<file path="src/rtl/stack_unit_pkg.sv">
// Shared definitions for the data stack: operation encodings used by the
// CPU decoder and by stack_unit.
package stack_unit_pkg;

   typedef enum logic [2:0] {
      OP_NOP      = 3'd0,
      OP_PUSH     = 3'd1,
      OP_POP      = 3'd2,
      OP_POP2PUSH = 3'd3,
      OP_SWAP     = 3'd4,
      OP_DUP      = 3'd5,
      OP_OVER     = 3'd6,
      OP_DROP2    = 3'd7
   } stack_op_e;

   // Address width for a memory of n entries (at least one bit).
   function automatic int addr_bits(input int n);
      return (n > 1) ? $clog2(n) : 1;
   endfunction

endpackage

</file>
<file path="src/rtl/stack_ram.sv">
// Spill memory for stack entries below NOS: one synchronous write port and
// one combinational read port, no reset (contents are don't-care after reset).
module stack_ram #(
   parameter int DEPTH = 14,
   parameter int WIDTH = 16,
   parameter int AW    = 4
) (
   input  logic             clk,
   input  logic             wr_en,
   input  logic [AW-1:0]    wr_addr,
   input  logic [WIDTH-1:0] wr_data,
   input  logic [AW-1:0]    rd_addr,
   output logic [WIDTH-1:0] rd_data
);

   logic [WIDTH-1:0] mem [DEPTH];

   // Write the spilled entry on the rising edge.
   always_ff @(posedge clk) begin
      if (wr_en) begin
         mem[wr_addr] <= wr_data;
      end
   end

   assign rd_data = mem[rd_addr];

endmodule

</file>
<file path="src/rtl/stack_unit.sv">
// Hardware data stack: TOS and NOS live in registers, deeper entries spill
// to stack_ram indexed by count-3. Illegal operations are rejected and
// raise sticky overflow/underflow flags.
module stack_unit
   import stack_unit_pkg::*;
#(
   parameter int DEPTH = 16,
   parameter int WIDTH = 16
) (
   input  logic                       clk,
   input  logic                       rst_n,
   input  logic                       op_valid,
   input  logic [2:0]                 op,
   input  logic [WIDTH-1:0]           push_data,
   input  logic                       err_clr,
   output logic [WIDTH-1:0]           tos,
   output logic [WIDTH-1:0]           nos,
   output logic [$clog2(DEPTH+1)-1:0] count,
   output logic                       overflow,
   output logic                       underflow
);

   localparam int CW        = $clog2(DEPTH + 1);
   localparam int RAM_DEPTH = DEPTH - 2;
   localparam int AW        = addr_bits(RAM_DEPTH);

   localparam logic [CW-1:0] C_ONE   = CW'(1);
   localparam logic [CW-1:0] C_TWO   = CW'(2);
   localparam logic [CW-1:0] C_THREE = CW'(3);
   localparam logic [CW-1:0] C_FOUR  = CW'(4);
   localparam logic [CW-1:0] C_DEPTH = CW'(DEPTH);

   logic [WIDTH-1:0] tos_q, tos_d;
   logic [WIDTH-1:0] nos_q, nos_d;
   logic [CW-1:0]    count_q, count_d;
   logic             ovf_q, ovf_d;
   logic             unf_q, unf_d;

   logic             set_ovf, set_unf;
   logic             do_push;
   logic [WIDTH-1:0] push_val;

   logic             wr_en;
   logic [AW-1:0]    wr_addr;
   logic [WIDTH-1:0] wr_data;
   logic [AW-1:0]    rd_addr [2];
   logic [WIDTH-1:0] rd_data [2];

   stack_op_e        op_c;

   assign op_c = stack_op_e'(op);

   // Bank 0 reads the array top (count-3), bank 1 the entry below it
   // (count-4); DROP2 needs both in the same cycle, so the banks are
   // written identically and each keeps a single read port.
   assign rd_addr[0] = (count_q >= C_THREE) ? AW'(count_q - C_THREE) : '0;
   assign rd_addr[1] = (count_q >= C_FOUR)  ? AW'(count_q - C_FOUR)  : '0;

   genvar gi;
   generate
      for (gi = 0; gi < 2; gi++) begin : g_bank
         stack_ram #(
            .DEPTH (RAM_DEPTH),
            .WIDTH (WIDTH),
            .AW    (AW)
         ) u_stack_ram (
            .clk     (clk),
            .wr_en   (wr_en),
            .wr_addr (wr_addr),
            .wr_data (wr_data),
            .rd_addr (rd_addr[gi]),
            .rd_data (rd_data[gi])
         );
      end
   endgenerate

   // Decode the operation, check its preconditions and compute next state.
   always_comb begin
      tos_d    = tos_q;
      nos_d    = nos_q;
      count_d  = count_q;
      set_ovf  = 1'b0;
      set_unf  = 1'b0;
      do_push  = 1'b0;
      push_val = push_data;
      wr_en    = 1'b0;
      wr_addr  = '0;
      wr_data  = nos_q;

      if (op_valid) begin
         case (op_c)
            OP_PUSH: begin
               if (count_q < C_DEPTH) do_push = 1'b1;
               else                   set_ovf = 1'b1;
            end
            OP_POP: begin
               if (count_q >= C_ONE) begin
                  tos_d   = nos_q;
                  nos_d   = (count_q >= C_THREE) ? rd_data[0] : '0;
                  count_d = count_q - C_ONE;
               end else begin
                  set_unf = 1'b1;
               end
            end
            OP_POP2PUSH: begin
               if (count_q >= C_TWO) begin
                  tos_d   = push_data;
                  nos_d   = (count_q >= C_THREE) ? rd_data[0] : '0;
                  count_d = count_q - C_ONE;
               end else begin
                  set_unf = 1'b1;
               end
            end
            OP_SWAP: begin
               if (count_q >= C_TWO) begin
                  tos_d = nos_q;
                  nos_d = tos_q;
               end else begin
                  set_unf = 1'b1;
               end
            end
            OP_DUP: begin
               push_val = tos_q;
               if (count_q < C_ONE)         set_unf = 1'b1;
               else if (count_q >= C_DEPTH) set_ovf = 1'b1;
               else                         do_push = 1'b1;
            end
            OP_OVER: begin
               push_val = nos_q;
               if (count_q < C_TWO)         set_unf = 1'b1;
               else if (count_q >= C_DEPTH) set_ovf = 1'b1;
               else                         do_push = 1'b1;
            end
            OP_DROP2: begin
               if (count_q >= C_TWO) begin
                  tos_d   = (count_q >= C_THREE) ? rd_data[0] : '0;
                  nos_d   = (count_q >= C_FOUR)  ? rd_data[1] : '0;
                  count_d = count_q - C_TWO;
               end else begin
                  set_unf = 1'b1;
               end
            end
            default: ;
         endcase
      end

      // Common growth path: NOS spills to the array once the registers are full.
      if (do_push) begin
         if (count_q >= C_TWO) begin
            wr_en   = 1'b1;
            wr_addr = AW'(count_q - C_TWO);
         end
         nos_d   = tos_q;
         tos_d   = push_val;
         count_d = count_q + C_ONE;
      end

      // A new error in the same cycle as err_clr keeps the flag set.
      ovf_d = (ovf_q & ~err_clr) | set_ovf;
      unf_d = (unf_q & ~err_clr) | set_unf;
   end

   // State registers with asynchronous active-low reset.
   always_ff @(posedge clk or negedge rst_n) begin
      if (!rst_n) begin
         tos_q   <= '0;
         nos_q   <= '0;
         count_q <= '0;
         ovf_q   <= 1'b0;
         unf_q   <= 1'b0;
      end else begin
         tos_q   <= tos_d;
         nos_q   <= nos_d;
         count_q <= count_d;
         ovf_q   <= ovf_d;
         unf_q   <= unf_d;
      end
   end

   assign tos       = (count_q >= C_ONE) ? tos_q : '0;
   assign nos       = (count_q >= C_TWO) ? nos_q : '0;
   assign count     = count_q;
   assign overflow  = ovf_q;
   assign underflow = unf_q;

endmodule

</file>
<file path="config.mk">
export PLATFORM = sky130hd
export DESIGN_NAME = stack_unit
export DESIGN_NICKNAME = d
export VERILOG_FILES = /design/src/rtl/stack_unit_pkg.sv /design/src/rtl/stack_ram.sv /design/src/rtl/stack_unit.sv
export SDC_FILE = /design/constraint.sdc
export NUM_CORES = 1
export LEC_CHECK = 0
export BUFFER_PORTS_ARGS = -buffer_cell sky130_fd_sc_hd__buf_2
export CORE_AREA = 3 3 115 227
export CTS_CLUSTER_SIZE = 10
export DETAILED_ROUTE_END_ITERATION = 8
export DIE_AREA = 0 0 118 230
export PLACE_DENSITY_LB_ADDON = 0.25
export SETUP_SLACK_MARGIN = 0.4
export SLEW_MARGIN = 25
export SYNTH_ARGS = -nofsm -noshare
export SYNTH_HDL_FRONTEND = slang
export SYNTH_SLANG_ARGS = --single-unit
export TNS_END_PERCENT = 100
</file>
<file path="constraint.sdc">
create_clock -name clk -period 9 [get_ports clk]
set_input_delay 1.35 -clock clk [delete_from_list [all_inputs] [get_ports clk]]
set_output_delay 1.35 -clock clk [all_outputs]
set_load 0.05 [all_outputs]
</file>
# --- Word level (Yosys, flattened, before mapping) ---
# Memory sizes are Yosys's and may differ from the RTL's.
# Index checks and enable logic that the tools add are counted.
totals:
  reg_bits: 39
  latch_bits: 0
  mem_bits_rw: 448
  romBits: 0
  in_bits: 23
  out_inout_bits: 39
  word_cells: 95
  n_memories: 2
memory_table:
  columns: ["memory", "depth", "width", "rd", "rd_clocked_by_memory_dff", "write_ports", "line_no", "source"]
  rows:
  - ["g_bank[0].u_stack_ram.mem", 14, 16, 1, 0, 1, "stack_ram.sv:16", "logic [WIDTH-1:0] mem [DEPTH];"]
  - ["g_bank[1].u_stack_ram.mem", 14, 16, 1, 0, 1, "stack_ram.sv:16", null]
classes:
  add_sub_neg: 5
  n_mul: 0
  div: 0
  order_cmp: 8
  n_eq_ne: 12
  shifts: 0
  mux: 51
  n_bitwise: 5
  n_reduce_logical: 7
op_table:
  columns: ["op", "count"]
  rows:
  - ["$mux 16", 16]
  - ["$pmux 16 s4", 2]
  - ["$pmux 16 s2", 1]
  - ["$mux 5", 5]
  - ["$mux 1", 19]
  - ["$mux 4", 4]
  - ["$ne 3x3->1 const B", 5]
  - ["$pmux 5 s3", 1]
  - ["$eq 3x3->1 const B", 4]
  - ["$ge 5x2->1 const B", 2]
  - ["$reduce_and 7->1", 1]
  - ["$eq 3x2->1 const B", 2]
  - ["$pmux 1 s3", 2]
  - ["$reduce_and 6->1", 1]
  - ["$add 5x1->5 const B", 1]
  - ["$ge 5x1->1 const B", 1]
  - ["$ge 5x3->1 const B", 1]
  - ["$ge 5x5->1 const B", 1]
  - ["$lt 5x1->1 const B", 1]
  - ["$lt 5x2->1 const B", 1]
  - ["$lt 5x5->1 const B", 1]
  - ["$reduce_and 5->1", 1]
  - ["$reduce_bool 5->1", 1]
  - ["$sub 5x1->5 const B", 1]
  - ["other kinds (11)", 13]

# --- Depth between registers and ports, before layout ---
# Gate-level depths: netlist of the first run.
depth:
  word_depth: 8
  mapped_depth: 15
  ltp_nobuf: 9

# --- Hierarchy ---
# Synthesis of the first run repeated with hierarchy kept, for this count alone.
unflattened:
  hier_cells: 1131
  hier_area_um2: 20368.3
modules_own_cells:
  columns: ["mod", "instances", "cells_each", "area_per_inst_um2", "seq_area_each_um2"]
  rows:
  - ["stack_ram", 2, 379, 8600.7, 6726.5]
  - ["stack_unit", 1, 373, 3166.8, 975.9]

# --- Worst setup path after synthesis of the first run ---
# No wires, ideal clock.
synth_timing:
  path_type: "reg2reg"
  startpoint: "register count_q[2] (netlist: count[2])"
  endpoint: "memory g_bank[1].u_stack_ram.mem[6][0] (enable)"
  arrival_ns: 4.101
  required_time_ns: 8.591
  setup_slack_ns: 4.490
  path_stages_with_launch: 12
  path_buffers: 4
  synth_period_minus_slack_ns: 4.510
  path_cell_list: "dfrtp_1 buf_4 buf_2 inv_1 buf_1 ha_1 nor3b_2 a21oi_1 o21ai_0 buf_2 or3_1 nor3_1"
synth_via:
  elab_chain_cells: 8
synth_rtl:
  columns: ["item", "line_no", "source"]
  rows:
  - ["from (decl)", "stack_unit.sv:35", "logic [CW-1:0] count_q, count_d;"]
  - ["from (signal assigned)", "stack_unit.sv:174", "count_q <= count_d;"]
  - ["$ge 5x5->1", "stack_unit.sv:125, stack_unit.sv:131", null]
  - ["$mux 1", "stack_unit.sv:125, stack_unit.sv:131", null]
  - ["$mux 1, on equally long branches", "stack_unit.sv:130, stack_unit.sv:124", null]
  - ["$pmux 1 s3", "stack_unit.sv:91", "case (op_c)"]
  - ["$mux 1", "stack_unit.sv:90", "if (op_valid) begin"]
  - ["$mux 1", "stack_unit.sv:148", "if (do_push) begin"]
  - ["$mux 1", "stack_ram.sv:20", "if (wr_en) begin"]
  - ["$mux 1 (implied by the code)", "stack_ram.sv:21", "mem[wr_addr] <= wr_data;"]
  - ["to (decl)", "stack_ram.sv:16", null]
# Several ways; a longest one is shown, not always the timed one.

# --- Worst setup path in the final report of the first run ---
layout_timing:
  startpoint: "register count_q[1] (netlist: count[1])"
  endpoint: "output nos[11]"
layout_via:
  elab_chain_cells: 2
layout_rtl:
  columns: ["item", "line_no", "source"]
  rows:
  - ["$ge 5x2->1", "stack_unit.sv:181", "assign nos = (count_q >= C_TWO) ? nos_q : '0;"]
  - ["$mux 16", "stack_unit.sv:181", null]
  - ["to (decl)", "stack_unit.sv:17", "output logic [WIDTH-1:0] nos,"]
# No other way between the ends.

==> impl_results.md, run 1 <==
* #FFs+latches synth at 263
* Die extent in y at 230 um
* I/O pin cnt at 62
* Post-synth top flop: edfxtp_1
* Final Cycle Share at 60.26%
* Max Root-Sink Buffers at 3
* Synth top area share at 46.11%
* Core ar. at 24630 um2
* Critical R2R Capture: tos_q[1]
* Seq pwr share at 30.6%
* Worst vdd ir at 306.7 uV
* Number of CTS-inserted buffers at 30
* Worst skew pair latency at 0.57 ns
* Cell taking the most area after synthesis: edfxtp_1
* Resized Gates After CTS at 0
* Worst EP required at 7.65 ns
* Hold-fix buffers at CTS at 0
* Post-synth EDFFs at 224
* PnR worst setup slack at 3.576 ns
* Initial Util at 59.23%
* Most common cell after layout, fill and taps aside: edfxtp_1
* Dpl hpwl at 32420 um
* Worst path slowest cell: dfrtp_2
* Internal Dissipation at 3305 uW
* Kind of critical path: reg2out
* Layout Skew at 0.01760 ns
* Post-Syn Instances at 1344
* Worst EP arrival at 4.07 ns
* WL final at 48140 um
* Setup TNS at 0 ns
* Die width at 118 um
* HP Class: reg2reg
* Clock power share at 17.4%
* Post-synthesis net count at 1379
* Distinct cells, synth at 78
* Share of post-route cells with drive strength above 1 at 14.77%
* NetSw at 3166 uW
* # fillers at 1900
* Top cells by area, synth: edfxtp_1 (46%), dfrtp_1 (6.7%), mux2i_1 (5.8%)
* CTS tree: yes
* Avg Cell Area, Syn at 10.85 um2
* Seq/Total Area, Yosys at 52.80%
* Status: finished clean
* P_leak at 0.005551 uW
* PortBufs at 61
* Reg2reg setup slack at 3.70 ns
* Post-layout util at 65.15%
* Worst-path cell chain: buf_4 -> inv_1 -> ha_1 -> nor3b_2 -> nand2_1 -> and2_1 -> buf_2
* Total power at 6472 uW
* RSZ-0062 raised after global routing: no
* Maximum clock rate at 0.1844 GHz
* Critical-path maximum fanout at 29
* Final Hold Fails at 0
* Per-cell routed wire length at 27.99 um
* CTS Root Cell: clkbuf_16
* Min Hold Slack at 0.5405 ns
* Hold EP: overflow
* Hold path start: overflow
* Clock Sinks at 263
* Initial antenna violation count at 1
* CP endpoint kind: output pin
* Crit start category: flop
* Final estimated routing congestion in global placement at 0.9573
* Final Max Slew Viols at 0
* Worst rel slew slack at 26.61%
* Die footprint at 27140 um2
* Max Cap Viol at 0
* Crit-path leading delay family: simple AND/OR/NAND/NOR gates
* Via count at 12476
* DRT iter0 DRCs at 1690
* # DRC at 0
* Grt total ovfl at 0
* DP Worst Slack at 3.939 ns
* Vias in the first global route at 12283
* DRT antenna net count at 0
* Mapped cell area at 14590 um2
* Switching share of power at 48.93%
* GRT Total Usage at 34.93%
* Combinational fraction of design power at 52.1%
* Vias per cell at 7.253
* First-pass DRT Iterations at 6
* Worst R2R Path Depth at 9
* CP peak stage delay at 0.67 ns
* Ant diodes at 0
* Largest net degree at the start of global routing at 59
* FP Rows at 81
* Post-CTS setup buffers at 0
* Origin of the critical flop-to-flop path: count[1]
* Slew @ Worst Pin at 1.101 ns
* Clock-pin slew on the worst setup and hold paths at 0.06 ns
* Fraction of registers with async set/reset at 14.83%
* Synth warnings at 0
* Commonest non-fill, non-tap cells in the layout: edfxtp_1 (224), nand2_1 (163), a21oi_1 (100), mux2i_1 (84), o21ai_0 (70)
* Post-layout minimum cycle time at 5.424 ns
* P&R area growth vs syn at 9.993%
* First-pass GRT wire length at 73360 um
* Number of nets in the layout at 1399
* H-tree depth at 1
* PwrDens at 403.4 nW/um2
* WP buf/inv at 3
* Hold Path Stages at 2
* # setup viols final at 0
kinds of logic (layout without fill, tap and decap cells):
logic type               Yosys count  after routing  synth area share, %
XOR/XNOR                           8              8               0.4804
flip-flops                       263            263                52.80
AND/OR/NAND/NOR                  386            386                12.83
AO/OA/AOI/OAI                    436            436                20.56
multiplexers                     119            119                8.466
buffers and inverters            120            164                3.826
adder cells (fa/ha/maj)           12             12                1.029
cell usage after synthesis, types with 10 or more instances:
library cell,count
edfxtp_1,224
nand2_1,163
a21oi_1,101
mux2i_1,84
o21ai_0,71
clkbuf_1,49
nor2_1,47
nand3_1,42
o22ai_1,40
dfrtp_1,39
buf_2,38
and2_1,35
mux2_2,35
a221oi_1,31
nor3_1,25
a211oi_1,22
o221ai_1,21
a31oi_1,20
nand4_1,18
nor3b_1,16
buf_4,12
ha_1,12
o211ai_1,11
inv_1,10
nand2b_1,10
power by group through the flow:
stage / Sequential (uW) / Clock [uW] / Combinational (uW)
5_1_grt: 2000 / 1170 / 3540
4_1_cts: 1960 / 1130 / 3270
3_5_place_dp: 1980 / 0 / 3250
2_1_floorplan: 1820 / 0 / 2380
3_3_place_gp: 1970 / 0 / 3210
6_report: 1980 / 1120 / 3370
worst max path at each step:
stage                     startpoint                         endpoint  slack (ns)  cells past startpoint
final                       count[1]                          nos[11]        3.58                      7
after global placement      count[1]                         tos_q[1]        4.10                      9
after floorplan             count[2]  g_bank[1].u_stack_ram.mem[6][0]        4.49                     11
after detailed placement    count[1]                         tos_q[1]        3.94                      9
after CTS                   count[1]                          nos[11]        3.69                      7
after global routing        count[1]                           nos[5]        3.38                      7
final cells by class:
cell class	instances	area [um2]	area share [%]
Clock buffer	55	865.8	5.397
Clock inverter	1	7.507	0.04679
Inverter	11	41.29	0.2574
Multi-Input combinational cell	961	6429	40.07
Sequential cell	263	7710	48.05
Tap cell	332	415.4	2.589
Timing Repair Buffer	97	575.6	3.587
registers in the layout (all words and copies together), names as in the netlist:
register and cells:
nos_q 16, overflow 1, g_bank.u_stack_ram.mem 224, count 5, underflow 1, tos_q 16
metrics by stage:
stage / cells / instance area [um2]
3_3_place_gp: 1664 / 15150
4_1_cts: 1720 / 16040
5_1_grt: 1720 / 16040
2_1_floorplan: 1344 / 14590
3_5_place_dp: 1664 / 15170
6_report: 1720 / 16040
worst register-to-register path, delay by kind of cell, from the launching register on:
| kind | cells | cell delay [ns] |
|---|---|---|
| DFF | 1 | 0.83 |
| AOI/OAI and AO/OA | 5 | 2.05 |
| adders and majority gates | 1 | 0.69 |
| and+or+nand+nor | 1 | 0.67 |
| buffers and inverters | 2 | 0.94 |
per-layer routing:
layer	up-vias	wire (um)	track usage, %
met5	-	7	0
met4	2	3098	19.60
met3	243	5338	5.267
met2	1003	23500	58.94
met1	5935	16200	42.91
li1	5293	-	-
No activity file was read; power rests on OpenSTA's default activity.
==> inputs of run 2 (changes only) <==
Settings changed: CORE_AREA 3 3 115 227 to 3 3 119 235, DIE_AREA 0 0 118 230 to 0 0 122 238.
Clock period 9 ns to 4.6 ns, I/O delays scaled along.
==> run 2 against run 1 <==
Compared with the run above: critical path depth up 2; critical endpoint is now nos_q[9]; clock skew down 0.0024 ns; largest cell class unchanged; largest power group unchanged; cell count up 2.7%; via count up 0.23%; highest routed layer is now met4; combinational power up 110%; die area up 7.0%.
==> impl_results.md, run 2 (synthesis results as in run 1) <==
* Worst rel slew slack at 31.54% (was 26.61%)
* PortBufs at 61 (unchanged)
* Via count at 12505 (was 12476)
* Share of post-route cells with drive strength above 1 at 17.01% (was 14.77%)
* Hold-fix buffers at CTS at 0 (unchanged)
* Worst-path cell chain: buf_4 -> buf_4 -> o21ai_1 -> mux2_2 -> o221ai_1 -> nand2_1 -> o311a_1 -> a211oi_1 -> a21oi_1 (was buf_4 -> inv_1 -> ha_1 -> nor3b_2 -> nand2_1 -> and2_1 -> buf_2)
* WL final at 50760 um (was 48140 um)
* Initial antenna violation count at 0 (was 1)
* Initial Util at 55.29% (was 59.23%)
* DRT iter0 DRCs at 1535 (was 1690)
* Final Max Slew Viols at 0 (unchanged)
* Commonest non-fill, non-tap cells in the layout: edfxtp_1 (224), nand2_1 (161), a21oi_1 (100), mux2i_1 (84) (was edfxtp_1 (224), nand2_1 (163), a21oi_1 (100), mux2i_1 (84), o21ai_0 (70))
* Largest register FFs at 224 (unchanged)
* P_leak at 0.005733 uW (was 0.005551 uW)
* Slew @ Worst Pin at 1.027 ns (was 1.101 ns)
* Status: finished clean (unchanged)
* Worst skew pair latency at 0.56 ns (was 0.57 ns)
* Vias in the first global route at 12403 (was 12283)
* Min Hold Slack at 0.01654 ns (was 0.5405 ns)
* GRT Total Usage at 35.11% (was 34.93%)
* H-tree depth at 1 (unchanged)
* I/O pin cnt at 62 (unchanged)
* Largest net degree at the start of global routing at 62 (was 59)
* Max Root-Sink Buffers at 3 (unchanged)
* Die extent in y at 238 um (was 230 um)
* Kind of critical path: reg2reg (was reg2out)
* RSZ-0062 raised after global routing: no (unchanged)
* Post-layout minimum cycle time at 3.802 ns
* Number of nets in the layout at 1434 (was 1399)
* Worst vdd ir at 505.7 uV (was 306.7 uV)
* Number of CTS-inserted buffers at 30 (unchanged)
* Grt total ovfl at 0 (unchanged)
* Top cell by count, worst path: buf_4
* Crit start category: flop (unchanged)
* Final Hold Fails at 0 (unchanged)
* P&R area growth vs syn at 11.93% (was 9.993%)
* Vias per cell at 7.077 (was 7.253)
* Ant diodes at 0 (unchanged)
* Per-cell routed wire length at 28.73 um (was 27.99 um)
* Max Cap Viol at 0 (unchanged)
* Worst EP arrival at 4.24 ns (was 4.07 ns)
* Worst EP required at 5.04 ns (was 7.65 ns)
* Reg area at 7709 um2 (was 7710 um2)
* Setup TNS at 0 ns (unchanged)
* Clock Sinks at 263 (unchanged)
* First-pass GRT wire length at 76490 um (was 73360 um)
* Post-layout util at 61.89% (was 65.15%)
* Dpl hpwl at 34820 um (was 32420 um)
* Final estimated routing congestion in global placement at 0.9604 (was 0.9573)
* Crit-path leading delay family: buffers and inverters (was simple AND/OR/NAND/NOR gates)
* # DRC at 0 (unchanged)
* PwrDens at 794.4 nW/um2 (was 403.4 nW/um2)
* Core ar. at 26380 um2 (was 24630 um2)
* HP Class: in2async (was reg2reg)
* Largest register by flop count: g_bank.u_stack_ram.mem (unchanged)
* Largest regs: g_bank.u_stack_ram.mem: 224 flops, nos_q: 16 flops, tos_q: 16 flops (unchanged)
* Critical-path maximum fanout at 61 (was 29)
* First-pass DRT Iterations at 6 (unchanged)
* # fillers at 2186 (was 1900)
* Footprint of the multi-input gates at 6421 um2 (was 6429 um2)
* CTS tree: yes (unchanged)
* Layout Skew at 0.01517 ns (was 0.01760 ns)
* DRT antenna net count at 0 (unchanged)
* Worst path slowest cell: buf_4 (was dfrtp_2)
* Maximum clock rate at 0.2630 GHz
* FP Rows at 84 (was 81)
* CP peak stage delay at 0.78 ns (was 0.67 ns)
* CTS Root Cell: clkbuf_16 (unchanged)
* CP endpoint kind: flop (was output pin)
* # setup viols final at 0 (unchanged)
* Final Cycle Share at 82.66%
* WP buf/inv at 2 (was 3)
* Die width at 122 um (was 118 um)
* Clock-pin slew on the worst setup and hold paths at 0.06 ns (about the same)
* Die footprint at 29040 um2 (was 27140 um2)
* Most common cell after layout, fill and taps aside: edfxtp_1 (unchanged)
-- run 2: cell count changes in the layout (fill, tap and decap cells not counted) --
cell	previous run	this run
nor2_4	5	2
nor2_2	3	7
clkinv_4	0	1
nand2_1	163	161
nor2_1	41	40
dfrtp_1	35	36
dfrtp_2	3	2
buf_12	0	1
clkinvlp_4	1	0
buf_4	36	70
nand2_2	1	3
-- run 2: metal layers --
metal	routed length, um	part of all wire, %	GRT usage [%]
met5	0	0	0
met4	3727	7.3	21.97
met3	4682	9.2	5.906
met2	24320	48	56.82
met1	18030	36	43.54
-- run 2: power breakdown --
group	leakage [uW]	total, uW	internal (uW)	switching (uW)
clock	0.000414	2200	1250	949
sequential	0.00245	3720	3140	582
combinational	0.00287	7050	2250	4800
-- run 2: timing repair --
| item | CTS | global route |
|---|---|---|
| endpoints found under the hold margin | 0 | 0 |
| resized for setup | 0 | 1 |
| setup endpoints to repair | 0 | 16 |
| buffers inserted | 0 | 0 |
-- run 2: per-stage QoR --
step                std cells  setup WS, ns  cell area (um2)  total power, uW
floorplan                1344        0.5296            14610             8225
global placement         1711        0.8764            15440            10530
detailed placement       1711        0.8507            15450            10580
CTS                      1767        0.5722            16320            12780
global route             1767        0.5306            16330            13470
finish                   1767        0.7976            16330            12970
-- run 2: area by class of cell --
type / instances / area share [%]
well taps: 344 / 2.636
multi-input cells: 961 / 39.33
clock buffers: 55 / 5.303
flip-flops and latches: 263 / 47.21
clock inverters: 1 / 0.05364
inverters: 11 / 0.2529
repair buffers: 132 / 5.211
-- run 2: final timing paths --
path,startpoint,end,slack (ns),depth (start not counted)
setup / recovery,count[0],nos_q[9],0.80,9
hold / removal,rst_n,tos_q[9],0.02,1
setup reg to reg,count[0],nos_q[9],0.80,9
hold reg to reg,overflow,overflow,0.55,2
max in group asynchronous,rst_n,count[0],3.76,2
min in group clk,err_clr,underflow,0.33,2
